$ cat src/rtl/arm_pkg.sv
// arm_pkg: constants and fetch FSM state type shared by the fetch stage.
package arm_pkg;
  localparam logic [31:0] RESET_PC_DEFAULT = 32'h0000_0000;
  localparam logic [31:0] WORD_BYTES = 32'd4;
  typedef enum logic {RUN, DRAIN} fetch_state_e;
endpackage

$ cat src/rtl/arm_fetch_fifo.sv
// arm_fetch_fifo: synchronous prefetch FIFO with flush and occupancy count (DEPTH must be a power of 2).
module arm_fetch_fifo #(
  parameter int W = 64,
  parameter int DEPTH = 4
) (
  input  logic                      clk,
  input  logic                      rst,
  input  logic                      i_flush,
  input  logic                      i_push,
  input  logic [W-1:0]              i_data,
  input  logic                      i_pop,
  output logic [W-1:0]              o_data,
  output logic                      o_empty,
  output logic [$clog2(DEPTH):0]    o_count
);
  localparam int AW = $clog2(DEPTH);
  logic [W-1:0] r_mem [DEPTH];
  logic [AW-1:0] r_wr, r_rd;
  logic [AW:0] r_cnt;
  assign o_data = r_mem[r_rd];
  assign o_empty = r_cnt == '0;
  assign o_count = r_cnt;
  always_ff @(posedge clk)
    if (i_push && !i_flush) r_mem[r_wr] <= i_data;
  always_ff @(posedge clk)
    if (rst || i_flush) begin
      r_wr <= '0;
      r_rd <= '0;
      r_cnt <= '0;
    end else begin
      r_wr <= r_wr + AW'(i_push);
      r_rd <= r_rd + AW'(i_pop);
      r_cnt <= r_cnt + (AW+1)'(i_push) - (AW+1)'(i_pop);
    end
  always_ff @(posedge clk)
    if (!rst && !i_flush) begin
      assert (!(i_push && !i_pop && r_cnt == (AW+1)'(DEPTH)));
      assert (!(i_pop && !i_push && o_empty));
    end
endmodule

$ cat src/rtl/arm_fetch.sv
// arm_fetch: fetch PC, credit-limited instruction reads, prefetch FIFO and redirect squashing.
// Define ARM_FETCH_BYPASS_EN to hand a response straight to the decoder when the FIFO is empty.
module arm_fetch import arm_pkg::*; #(
  parameter int          FIFO_DEPTH = 4,
  parameter logic [31:0] RESET_PC = RESET_PC_DEFAULT
) (
  input  logic        clk,
  input  logic        reset,
  output logic        imem_req,
  output logic [31:0] imem_addr,
  input  logic        imem_gnt,
  input  logic        imem_rvalid,
  input  logic [31:0] imem_rdata,
  input  logic        redirect_valid,
  input  logic [31:0] redirect_pc,
  output logic        inst_valid,
  input  logic        inst_ready,
  output logic [31:0] inst,
  output logic [31:0] inst_pc
);
  localparam int CW = $clog2(FIFO_DEPTH) + 1;
  localparam logic [CW-1:0] MAXC = CW'(FIFO_DEPTH);
  fetch_state_e r_state;
  logic [31:0] r_fetch_pc, r_ret_pc, w_redir_pc;
  logic [CW-1:0] r_outst, r_squash, w_count, w_outst_nxt, w_squash_nxt;
  logic [63:0] w_head;
  logic w_empty, w_grant, w_take, w_bypass, w_push, w_pop;
  assign w_redir_pc = {redirect_pc[31:2], 2'b00};
  assign imem_req = !reset && r_state == RUN && !redirect_valid && ({1'b0, r_outst} + {1'b0, w_count} < {1'b0, MAXC});
  assign imem_addr = r_fetch_pc;
  assign w_grant = imem_req && imem_gnt;
  assign w_take = imem_rvalid && r_squash == '0;
`ifdef ARM_FETCH_BYPASS_EN
  assign w_bypass = w_take && w_empty && inst_ready && !redirect_valid;
`else
  assign w_bypass = 1'b0;
`endif
  assign w_push = w_take && !w_bypass && !redirect_valid;
  assign inst_valid = !redirect_valid && (!w_empty || w_bypass);
  assign w_pop = inst_valid && inst_ready && !w_empty;
  assign inst = w_bypass ? imem_rdata : w_empty ? '0 : w_head[63:32];
  assign inst_pc = w_bypass ? r_ret_pc : w_empty ? '0 : w_head[31:0];
  // A redirect marks every read still in flight after this edge as stale.
  assign w_outst_nxt = r_outst + CW'(w_grant) - CW'(imem_rvalid);
  assign w_squash_nxt = redirect_valid ? w_outst_nxt : r_squash - CW'(imem_rvalid && r_squash != '0);
  arm_fetch_fifo #(.W(64), .DEPTH(FIFO_DEPTH)) u_fifo (
    .clk     (clk),
    .rst     (reset),
    .i_flush (redirect_valid),
    .i_push  (w_push),
    .i_data  ({imem_rdata, r_ret_pc}),
    .i_pop   (w_pop),
    .o_data  (w_head),
    .o_empty (w_empty),
    .o_count (w_count)
  );
  always_ff @(posedge clk)
    if (reset) begin
      r_state <= RUN;
      r_fetch_pc <= RESET_PC;
      r_ret_pc <= RESET_PC;
      r_outst <= '0;
      r_squash <= '0;
    end else begin
      r_state <= w_squash_nxt != '0 ? DRAIN : RUN;
      r_outst <= w_outst_nxt;
      r_squash <= w_squash_nxt;
      r_fetch_pc <= redirect_valid ? w_redir_pc : w_grant ? r_fetch_pc + WORD_BYTES : r_fetch_pc;
      r_ret_pc <= redirect_valid ? w_redir_pc : w_take ? r_ret_pc + WORD_BYTES : r_ret_pc;
    end
  always_ff @(posedge clk)
    if (!reset) begin
      assert (w_outst_nxt <= MAXC && !(imem_rvalid && r_outst == '0));
      assert (w_squash_nxt <= w_outst_nxt);
    end
endmodule

$ cat config.mk
export PLATFORM = sky130hd
export DESIGN_NAME = arm_fetch
export DESIGN_NICKNAME = d
export VERILOG_FILES = /design/src/rtl/arm_pkg.sv /design/src/rtl/arm_fetch_fifo.sv /design/src/rtl/arm_fetch.sv
export SDC_FILE = /design/constraint.sdc
export NUM_CORES = 1
export LEC_CHECK = 0
export ABC_AREA = 1
export BUFFER_PORTS_ARGS = -buffer_cell sky130_fd_sc_hd__buf_2
export CORE_AREA = 3 3 245 247
export CTS_CLUSTER_DIAMETER = 80
export DETAILED_ROUTE_END_ITERATION = 7
export DIE_AREA = 0 0 248 250
export PLACE_DENSITY_LB_ADDON = 0.1
export SLEW_MARGIN = 5
export SYNTH_ARGS = -nofsm -noshare
export SYNTH_HDL_FRONTEND = slang
export SYNTH_SLANG_ARGS = --single-unit
$ cat constraint.sdc
create_clock -name clk -period 8 [get_ports clk]
set_input_delay 0 -clock clk [delete_from_list [all_inputs] [get_ports clk]]
set_output_delay 0 -clock clk [all_outputs]
set_load 0.01 [all_outputs]
==> results.sh, run 1 <==
export IMPL_status="finished clean"
export IMPL_nNetsFinal=1824
export IMPL_first_pass_iters=5
export IMPL_power_density_nw_per_um2=222
export IMPL_vias=11100
export IMPL_clk_latency_ps=570
export IMPL_die_y_um=250
export IMPL_endpoint_kind="output port"
export IMPL_antenna_left=0
export IMPL_rrSetupSlack_ps=4900
export IMPL_htree_levels=2
export IMPL_grt_pass1_wl_mm=66.8
export IMPL_rsz0062_at_grt="no"
export IMPL_dr_first_iter_drc_count=508
export IMPL_cts_root_buf="clkbuf_16"
export IMPL_timing_rr_start="r_squash[1]$_SDFF_PP0_"
export IMPL_finalCriticalPeriod_ps=3190
export IMPL_seqPwrFrac=0.484
export IMPL_area_growth_pct=24.1
export IMPL_clkTransAtPathRegs_ps=60
export IMPL_cts_tree="yes"
export IMPL_swShare=0.248
export IMPL_grt_use_total=0.142
export IMPL_cts_buffers=40
export IMPL_port_buffers=161
export IMPL_drc=0
export IMPL_place_detailed_hpwl_mm=27.3
export IMPL_worstPathArrival_ps=3190
export IMPL_p_leak_nw=6.70
export IMPL_grt_pass1_vias=10900
export IMPL_power_report_internal_total_w=0.00299
export IMPL_synth_seq_cells=322
export IMPL_cp_max_fo=104
export IMPL_finalCritPeriodShare=0.399
export IMPL_core_area_um2=57800
export IMPL_rr_endpoint="u_fifo.r_mem[1][49]$_DFFE_PP_"
export IMPL_pwr_share_clk=0.435
export IMPL_seq_area_frac_synth=0.619
export IMPL_syn_area_per_cell_um2=9.45
export IMPL_slew_headroom=0.293
export IMPL_setup_viol=0
export IMPL_whs_path_depth=6
export IMPL_grt_antenna_before_repair=0
export IMPL_rows=88
export IMPL_hold_viol=0
export IMPL_wl_mm=44.4
export IMPL_synth_area_top_cells="edfxtp_1, dfxtp_1, nor2_1"
export IMPL_p_sw_w=0.000982
export IMPL_cts_sinks=322
export IMPL_post_cts_resize_count=0
export IMPL_synth_top_area_cell="edfxtp_1"
export IMPL_grt_max_degree=105
export IMPL_yosysWarnings=0
export IMPL_worst_slew_pin_slew_ps=1060
export IMPL_crit_start="u_fifo.r_rd[0]$_SDFF_PP0_"
export IMPL_combPwrFrac=0.081
export IMPL_timing_setup_tns_ps=0
export IMPL_reg2reg_depth=7
export IMPL_place_congestion=0.767
export IMPL_clock_path_buffers=3
export IMPL_synth_cell_types=37
export IMPL_die_area_um2=62000
export IMPL_netlist_area_leader_share=0.516
export IMPL_drt_wirelength_per_cell_um=17.5
export IMPL_synthCells=1526
export IMPL_grt_overflow_total=0
export IMPL_min_delay_start="imem_rvalid"
export IMPL_fin_ws_ps=4810
export IMPL_skew_ps=17.6
export IMPL_start_util=0.249
export IMPL_synth_area_um2=14400
export IMPL_maxCapViolations=0
export IMPL_die_x_um=248
export IMPL_crit_required_ps=8000
export IMPL_peakVddDrop_mv=0.122
export IMPL_drive_gt1_frac=0.151
export IMPL_drv_slew=0
export IMPL_pin_count=168
export IMPL_hold_path_end="r_ret_pc[29]$_SDFFE_PP0P_"
export IMPL_crit_type="reg -> out"
export IMPL_worst_setup_path_start_kind="register"
export IMPL_vias_per_cell=4.37
export IMPL_dp_slack_ps=4790
export IMPL_fmax_ghz=0.313
export IMPL_holdCritPathClass="in -> reg"
==> flip-flops by register name, summed over array words and instances, names as in the netlist <==
name,flops
r_outst,3
u_fifo.r_mem,248
u_fifo.o_count,3
u_fifo.r_rd,2
r_ret_pc,30
r_squash,3
r_state,1
imem_addr,30
u_fifo.r_wr,2
==> how the worst max path moves through the flow <==
stage,to
6_report,inst_pc[13]
2_1_floorplan,u_fifo.r_mem[0][10]$_DFFE_PP_
3_3_place_gp,u_fifo.r_mem[1][59]$_DFFE_PP_
5_1_grt,inst_pc[13]
4_1_cts,inst_pc[13]
3_5_place_dp,u_fifo.r_mem[1][59]$_DFFE_PP_
==> layer usage <==
metal  global-route usage  share of wire  wire [µm]  vias up
li1                     -              -          -     5581
met1                0.191           0.47      21000     5195
met4               0.0337          0.018        782        0
met5                    0              0          0        -
met2                0.234           0.47      20700      247
met3               0.0279          0.044       1940       55
==> cells by family (layout without fill, tap and decap cells) <==
group                    count (synthesis)  count (layout)  share of synthesized area
flip-flops                             322             322                      0.619
other                                    1               5                   0.000260
AO/OA/AOI/OAI                          304             304                      0.108
XOR/XNOR                                20              20                     0.0121
buffers and inverters                  171             412                     0.0497
AND/OR/NAND/NOR                        694             694                      0.198
adder cells (fa/ha/maj)                 14              14                     0.0132
==> cells in the mapped netlist (all sizes together) <==
cell,n
nor3b,1
o21bai,3
nand4,12
clkinv,1
ha,12
and2,2
buf,28
a31oi,13
nor3,6
fa,2
o21ai,169
a21oi,115
clkbuf,41
conb,1
nand2,242
inv,101
xnor2,8
xor2,12
nand3,53
nor2,378
o22ai,4
dfxtp,74
edfxtp,248
==> stage by stage <==
| stage | area, µm² | instances | hold WS [ps] | util | total power [W] |
|---|---|---|---|---|---|
| global placement | 16000 | 2398 | 221 | 0.277 | 0.00226 |
| CTS | 17900 | 2535 | 28.6 | 0.310 | 0.00405 |
| floorplan | 14400 | 1529 | 98.9 | - | 0.00213 |
| finish | 17900 | 2536 | 47.0 | 0.310 | 0.00397 |
| global route | 17900 | 2535 | 60.7 | 0.310 | 0.00417 |
| detailed placement | 16000 | 2398 | 220 | 0.277 | 0.00226 |
==> power by group through the flow <==
| stage | Sequential (W) | Clock [W] | Combinational, W |
|---|---|---|---|
| after global placement | 0.00196 | 0 | 0.000301 |
| after floorplan | 0.00194 | 0 | 0.000185 |
| after CTS | 0.00192 | 0.00180 | 0.000329 |
| final | 0.00192 | 0.00173 | 0.000320 |
| after global routing | 0.00193 | 0.00187 | 0.000368 |
| after detailed placement | 0.00196 | 0 | 0.000303 |
==> cell usage in the layout, fill, tap and decap left out, types with 12 or more instances in the layout <==
master	instances
buf_2	161
clkbuf_16	40
a31oi_1	13
ha_1	12
xor2_1	12
inv_1	93
edfxtp_1	248
a21oi_1	113
o21ai_0	161
nand3_1	53
dlygate4sd3_1	65
dfxtp_1	72
nor2_1	362
nand2_1	235
buf_4	12
==> what timing repair did <==
item	4_1_cts	5_1_grt
setup buffers	0	0
hold endpoints to repair	188	0
hold buffers	65	0
==> layout make-up <==
| class | instances | area [µm²] |
|---|---|---|
| fill | 6011 | 39900 |
| sequential | 322 | 8930 |
| multi-input combinational | 1036 | 4810 |
| timing repair buffer | 238 | 1550 |
| clock buffer | 50 | 1050 |
| tap | 765 | 957 |
| inverter | 102 | 385 |
| clock inverter | 22 | 210 |
| antenna | 1 | 2.50 |
==> worst max-delay path: stages (launching register included) <==
cell,delay (ps)
dfxtp_4,560
inv_2,380
buf_4,850
o21ai_0,210
a21oi_1,370
buf_2,210
Power figures use the tool's default switching activity.
==> run 2, diff against run 1 <==
==> constraint.sdc (replaced) <==
create_clock -name clk -period 3.05 [get_ports clk]
set_input_delay 0 -clock clk [delete_from_list [all_inputs] [get_ports clk]]
set_output_delay 0 -clock clk [all_outputs]
set_load 0.01 [all_outputs]
==> run 2 against run 1 <==
  * Clock power rose to 2.6 times the previous value
  * Cell count rose by 0.35%
  * Global-route usage rose by 0.29 points
  * Critical path type is now reg -> reg
  * Largest power group unchanged
==> results.sh, run 2 (synthesized netlist as in run 1, its figures left out) <==
export IMPL_top_register="u_fifo.r_mem"
export IMPL_postCtsSetupBuffers=0
export IMPL_drive_gt1_frac=0.153
export IMPL_cts_tree="yes"
export IMPL_rsz0062_at_grt="no"
export IMPL_grt_pass1_vias=11100
export IMPL_post_dp_cell_area_um2=16100
export IMPL_largest_reg_flops=248
export IMPL_worstPathArrival_ps=3070
export IMPL_skew_ps=20.5
export IMPL_die_y_um=250
export IMPL_start_util=0.249
export IMPL_place_inst=2406
export IMPL_core_area_um2=57800
export IMPL_finalCritPeriodShare=0.870
export IMPL_wl_mm=45.4
export IMPL_rows=88
export IMPL_grt_antenna_before_repair=0
export IMPL_grt_use_total=0.145
export IMPL_slew_headroom=0.340
export IMPL_setup_viol=0
export IMPL_p_leak_nw=6.79
export IMPL_fmax_ghz=0.377
export IMPL_cts_sinks=322
export IMPL_holdCritPathClass="in -> reg"
export IMPL_power_density_nw_per_um2=579
export IMPL_crit_type="reg -> reg"
export IMPL_dr_first_iter_drc_count=603
export IMPL_drc=0
export IMPL_worst_setup_path_start_kind="register"
export IMPL_vias=11200
export IMPL_postCtsHoldBufs=69
export IMPL_endpoint_kind="register"
export IMPL_antenna_left=0
export IMPL_vias_per_cell=4.40
export IMPL_place_congestion=0.772
export IMPL_drv_slew=0
export IMPL_crit_path_frequent_cell="ha_1"
export IMPL_port_buffers=161
export IMPL_cts_buffers=41
export IMPL_layout_common_cells="nor2_1, edfxtp_1, nand2_1"
export IMPL_grt_pass1_wl_mm=68.5
export IMPL_worst_slew_pin_slew_ps=991
export IMPL_die_area_um2=62000
export IMPL_cpPeakStageDelay_ps=410
export IMPL_first_pass_iters=5
export IMPL_final_cells=2545
export IMPL_post_cts_resize_count=0
export IMPL_finalCriticalPeriod_ps=2650
export IMPL_finalInstanceArea_um2=18100
export IMPL_grt_overflow_total=0
export IMPL_peakVddDrop_mv=0.360
export IMPL_grt_max_degree=77
export IMPL_hold_viol=0
export IMPL_pin_count=168
export IMPL_area_growth_pct=25.4
export IMPL_cts_root_buf="clkbuf_16"
export IMPL_die_x_um=248
export IMPL_place_detailed_hpwl_mm=28.3
export IMPL_cp_max_fo=3
export IMPL_nNetsFinal=1837
export IMPL_clock_path_buffers=3
export IMPL_maxCapViolations=0
export IMPL_layout_commonest_cell="nor2_1"
export IMPL_antennaDiodeCount=0
export IMPL_drt_wirelength_per_cell_um=17.9
export IMPL_crit_path_top_delay_cell="dfxtp_1"
export IMPL_clkTransAtPathRegs_ps=60
export IMPL_status="finished clean"
export IMPL_htree_levels=2
export IMPL_crit_required_ps=3470
export IMPL_final_util=0.313
export IMPL_clk_latency_ps=560
export IMPL_crit_chain="ha_1 -> nor2_1 -> nand2_1 -> nor2_4 -> nand2_4 -> ha_1 -> inv_1 -> ha_1 -> fa_1 -> xor2_1 -> xor2_1 -> o21ai_0 -> o21bai_1"
[run 2: cell types whose count changed in the layout (fill, tap and decap cells not counted), sizes merged]
| cell | change |
|---|---|
| buf | +8 |
| clkinvlp | -1 |
| diode | -1 |
| dlygate4sd3 | +4 |
| clkbuf | -1 |
[run 2: per-stage QoR]
stage	hold slack, ps	TNS (ps)	power [W]	setup slack [ps]
3_3_place_gp	222	0	0.00595	396
5_1_grt	106	0	0.0110	240
6_report	86.5	0	0.0105	398
3_5_place_dp	223	0	0.00595	394
2_1_floorplan	98.9	-157640	0.00557	-636
4_1_cts	56.3	0	0.0107	378
[run 2: worst paths after layout]
| check | depth (start not counted) | slack, ps | startpoint | end |
|---|---|---|---|---|
| worst max-delay path | 13 | 400 | u_fifo.o_count[2]$_SDFF_PP0_ | r_state$_SDFF_PP0_ |
| worst min-delay path | 4 | 90 | imem_rvalid | r_ret_pc[10]$_SDFFE_PP0P_ |
| worst max register to register | 13 | 400 | u_fifo.o_count[2]$_SDFF_PP0_ | r_state$_SDFF_PP0_ |
| worst min register to register | 2 | 530 | imem_addr[2]$_SDFFE_PP0P_ | imem_addr[2]$_SDFFE_PP0P_ |
[run 2: worst max-delay path: cells and delay by family, from the launching register on]
family	cells	cell delay (ps)
adder cells (fa/ha/maj)	4	1090
XOR/XNOR	2	310
buffers and inverters	1	40
AO/OA/AOI/OAI	2	310
AND/OR/NAND/NOR	4	360
flip-flops	1	410
[run 2: power breakdown]
part	leakage, nW	switching, W	internal [W]
registers	2.88	0.000147	0.00489
clock network	0.604	0.00187	0.00268
logic	3.31	0.000552	0.000320
total	6.79	0.00257	0.00789
[run 2: per-layer routing]
| metal | routed length, µm | vias up | GRT usage | share of wire |
|---|---|---|---|---|
| met1 | 21200 | 5338 | 0.193 | 0.47 |
| met3 | 2120 | 51 | 0.0280 | 0.047 |
| li1 | - | 5593 | - | - |
| met5 | 0 | - | 0 | 0 |
| met2 | 21200 | 210 | 0.239 | 0.47 |
| met4 | 909 | 0 | 0.0390 | 0.020 |
[run 2: cell type report]
type	count	area, µm²
inverter	102	385
timing repair buffer	250	1720
clock buffer	49	1080
clock inverter	21	175
tap	765	957
sequential	322	8930
multi-input combinational	1036	4840
fill	6017	39700
==> run 3, diff against run 2 <==
--- a/config.mk
+++ b/config.mk
@@ -7,12 +7,13 @@
 export LEC_CHECK = 0
 export ABC_AREA = 1
 export BUFFER_PORTS_ARGS = -buffer_cell sky130_fd_sc_hd__buf_2
-export CORE_AREA = 3 3 245 247
+export CORE_AREA = 3 3 254 256
 export CTS_CLUSTER_DIAMETER = 80
 export DETAILED_ROUTE_END_ITERATION = 7
-export DIE_AREA = 0 0 248 250
+export DIE_AREA = 0 0 257 259
 export PLACE_DENSITY_LB_ADDON = 0.1
 export SLEW_MARGIN = 5
 export SYNTH_ARGS = -nofsm -noshare
 export SYNTH_HDL_FRONTEND = slang
+export SYNTH_HIERARCHICAL = 1
 export SYNTH_SLANG_ARGS = --single-unit
==> run 3 against run 2 <==
  * Worst setup slack worse by 76 ps
  * Critical path type unchanged
  * Sequential share of layout area down 2.5 points
  * Combinational power down 4.6%
  * Register-to-register slack worse by 80 ps
  * Via count up 7.2%
  * Cell count up 12%
  * Count of clock-buffer cells in the layout up 2
  * Sequential power up 1%
  * Largest cell class unchanged
  * Cell area up 8.2%
  * Global-route usage down 1.1 points
==> results.sh, run 3 <==
export IMPL_cts_buffers=42
export IMPL_seq_area_frac_synth=0.590
export IMPL_p_total_w=0.0109
export IMPL_met2_wirelength_mm=21.0
export IMPL_met3WireLength_mm=2.04
export IMPL_core_area_um2=62700
export IMPL_synth_seq_cells=330
export IMPL_netlist_area_leader_share=0.494
export IMPL_maxUsedRoutingLayer="met5"
export IMPL_crit_type="reg -> reg"
export IMPL_p_leak_nw=7.94
export IMPL_top_register="u_fifo/r_mem"
export IMPL_yosys_most_used_dff="edfxtp_1"
export IMPL_clk_latency_ps=570
export IMPL_status="finished clean"
export IMPL_async_flop_share=0
export IMPL_worst_slew_pin_slew_ps=931
export IMPL_holdCritPathClass="in -> reg"
export IMPL_synth_edf_count=256
export IMPL_drt_wirelength_per_cell_um=15.6
export IMPL_synth_area_um2=15600
export IMPL_synth_cell_types=36
export IMPL_die_y_um=259
export IMPL_dr_first_iter_drc_count=623
export IMPL_crit_start="u_fifo/o_count[1]$_SDFF_PP0_"
export IMPL_antenna_left=0
export IMPL_place_detailed_hpwl_mm=29.0
export IMPL_cts_tree="yes"
export IMPL_worst_setup_path_start_kind="register"
export IMPL_layout_common_cells="nand2_1, inv_1, edfxtp_1"
export IMPL_muxShareOfSynthArea=0
export IMPL_synth_xor_area_share=0.0107
export IMPL_layout_commonest_cell="nand2_1"
export IMPL_cts_sinks=330
export IMPL_dp_slack_ps=316
export IMPL_synthMostInstantiatedCell="nand2_1"
export IMPL_port_buffers=163
export IMPL_post_dp_cell_area_um2=17500
export IMPL_synthAdderAreaFrac=0.0122
export IMPL_finalInstanceArea_um2=19600
export IMPL_clock_path_buffers=3
export IMPL_endpoint_kind="register"
export IMPL_cts_root_buf="clkbuf_16"
export IMPL_nNetsFinal=2068
export IMPL_min_delay_start="imem_rvalid"
export IMPL_maxCapViolations=0
export IMPL_peakVddDrop_mv=0.318
export IMPL_cp_max_fo=5
export IMPL_synth_top_family_by_area="simple AND/OR/NAND/NOR gates"
export IMPL_finalCritPeriodShare=0.894
export IMPL_worstPathArrival_ps=3150
export IMPL_final_util=0.312
export IMPL_fin_ws_ps=322
export IMPL_synth_compound_area_frac=0.104
export IMPL_wl_met1_mm=20.7
export IMPL_grt_overflow_total=0
export IMPL_synth_top_area_cell="edfxtp_1"
export IMPL_antennaDiodeCount=0
export IMPL_pin_count=168
export IMPL_finalCriticalPeriod_ps=2730
export IMPL_grt_antenna_before_repair=1
export IMPL_crit_required_ps=3470
export IMPL_start_util=0.248
export IMPL_syn_area_per_cell_um2=8.92
export IMPL_largest_reg_flops=256
export IMPL_grt_pass1_wl_mm=69.3
export IMPL_synthCells=1744
export IMPL_drive_gt1_frac=0.133
export IMPL_wl_mm=44.8
export IMPL_rsz0062_at_grt="no"
export IMPL_grt_pass1_vias=11900
export IMPL_grt_use_total=0.134
export IMPL_synth_common_cells="nand2_1, inv_1, edfxtp_1"
export IMPL_vias=12000
export IMPL_first_pass_iters=5
export IMPL_yosys_area_share_simple=0.184
export IMPL_slew_headroom=0.380
export IMPL_rows=92
export IMPL_area_growth_pct=25.9
export IMPL_die_x_um=257
export IMPL_clkTransAtPathRegs_ps=60
export IMPL_die_area_um2=66600
export IMPL_hold_viol=0
export IMPL_fmax_ghz=0.367
export IMPL_setup_viol=0
export IMPL_timing_setup_tns_ps=0
export IMPL_timing_rr_start="u_fifo/o_count[1]$_SDFF_PP0_"
export IMPL_skew_ps=16.5
export IMPL_place_congestion=0.788
export IMPL_post_cts_resize_count=0
export IMPL_grt_max_degree=87
export IMPL_power_density_nw_per_um2=555
export IMPL_drc=0
export IMPL_synth_area_top_cells="edfxtp_1, nand2_1, dfxtp_1"
export IMPL_nFillCells=6671
export IMPL_yosysWarnings=6
export IMPL_htree_levels=2
export IMPL_vias_per_cell=4.19
export IMPL_drv_slew=0
-- run 3: changes by cell type in the layout (fill, tap and decap cells not counted), moves of 8 or more --
| cell | before | now |
|---|---|---|
| o21ai_0 | 161 | 77 |
| o211ai_1 | 0 | 64 |
| nor2_2 | 9 | 1 |
| nand3_1 | 53 | 73 |
| nand2_1 | 235 | 418 |
| edfxtp_1 | 248 | 256 |
| inv_1 | 93 | 312 |
| nor2_1 | 362 | 189 |
-- run 3: timing repair --
action | CTS | global route
setup buffers | 0 | 0
endpoints found under the hold margin | 188 | 0
hold buffers | 70 | 0
endpoints found under the setup margin | 0 | 0
-- run 3: final timing paths --
kind	slack [ps]	depth (start not counted)	end
max	320	13	r_state$_SDFF_PP0_
max reg2reg	320	13	r_state$_SDFF_PP0_
min reg2reg	520	2	imem_addr[5]$_SDFFE_PP0P_
min	90	5	r_ret_pc[7]$_SDFFE_PP0P_
-- run 3: per-stage QoR --
stage / hold WS [ps] / std cells
after floorplan: 98.9 / 1753
after global placement: 221 / 2716
after detailed placement: 221 / 2716
after CTS: 72.1 / 2863
after global routing: 88.8 / 2863
final: 92.2 / 2863
-- run 3: cells by family after synthesis --
group	after synthesis
xor+xnor	19
buf+inv	386
compound gates	286
other cells	1
simple gates	708
fa+ha+maj	14
flops	330
-- run 3: cell type report --
type,instances,area [µm²],area share
clock buffer,51,1090,0.0559
tap,846,1060,0.0541
clock inverter,26,268,0.0137
multi-input combinational,1037,4930,0.252
sequential,330,9180,0.469
inverter,314,1180,0.0602
timing repair buffer,259,1860,0.0951
-- run 3: layer usage --
| layer | up-vias | track usage |
|---|---|---|
| met1 | 5575 | 0.173 |
| met3 | 61 | 0.0267 |
| li1 | 6120 | - |
| met4 | 2 | 0.0364 |
| met2 | 241 | 0.229 |
| met5 | - | 0 |
-- run 3: power breakdown --
group	leakage, nW	internal (W)	switching (W)
Combinational	4.34	0.000316	0.000516
Sequential	2.94	0.00497	0.000138
Clock	0.654	0.00291	0.00200
-- run 3: critical path, stage by stage, from the launching register on --
cell	delay (ps)
dfxtp_1	460
ha_1	280
nand3_1	60
nand2_1	120
nor2_4	140
nand2_4	50
ha_1	270
inv_1	40
ha_1	180
fa_1	390
xor2_1	160
xor2_1	150
o21ai_0	210
o21bai_1	80
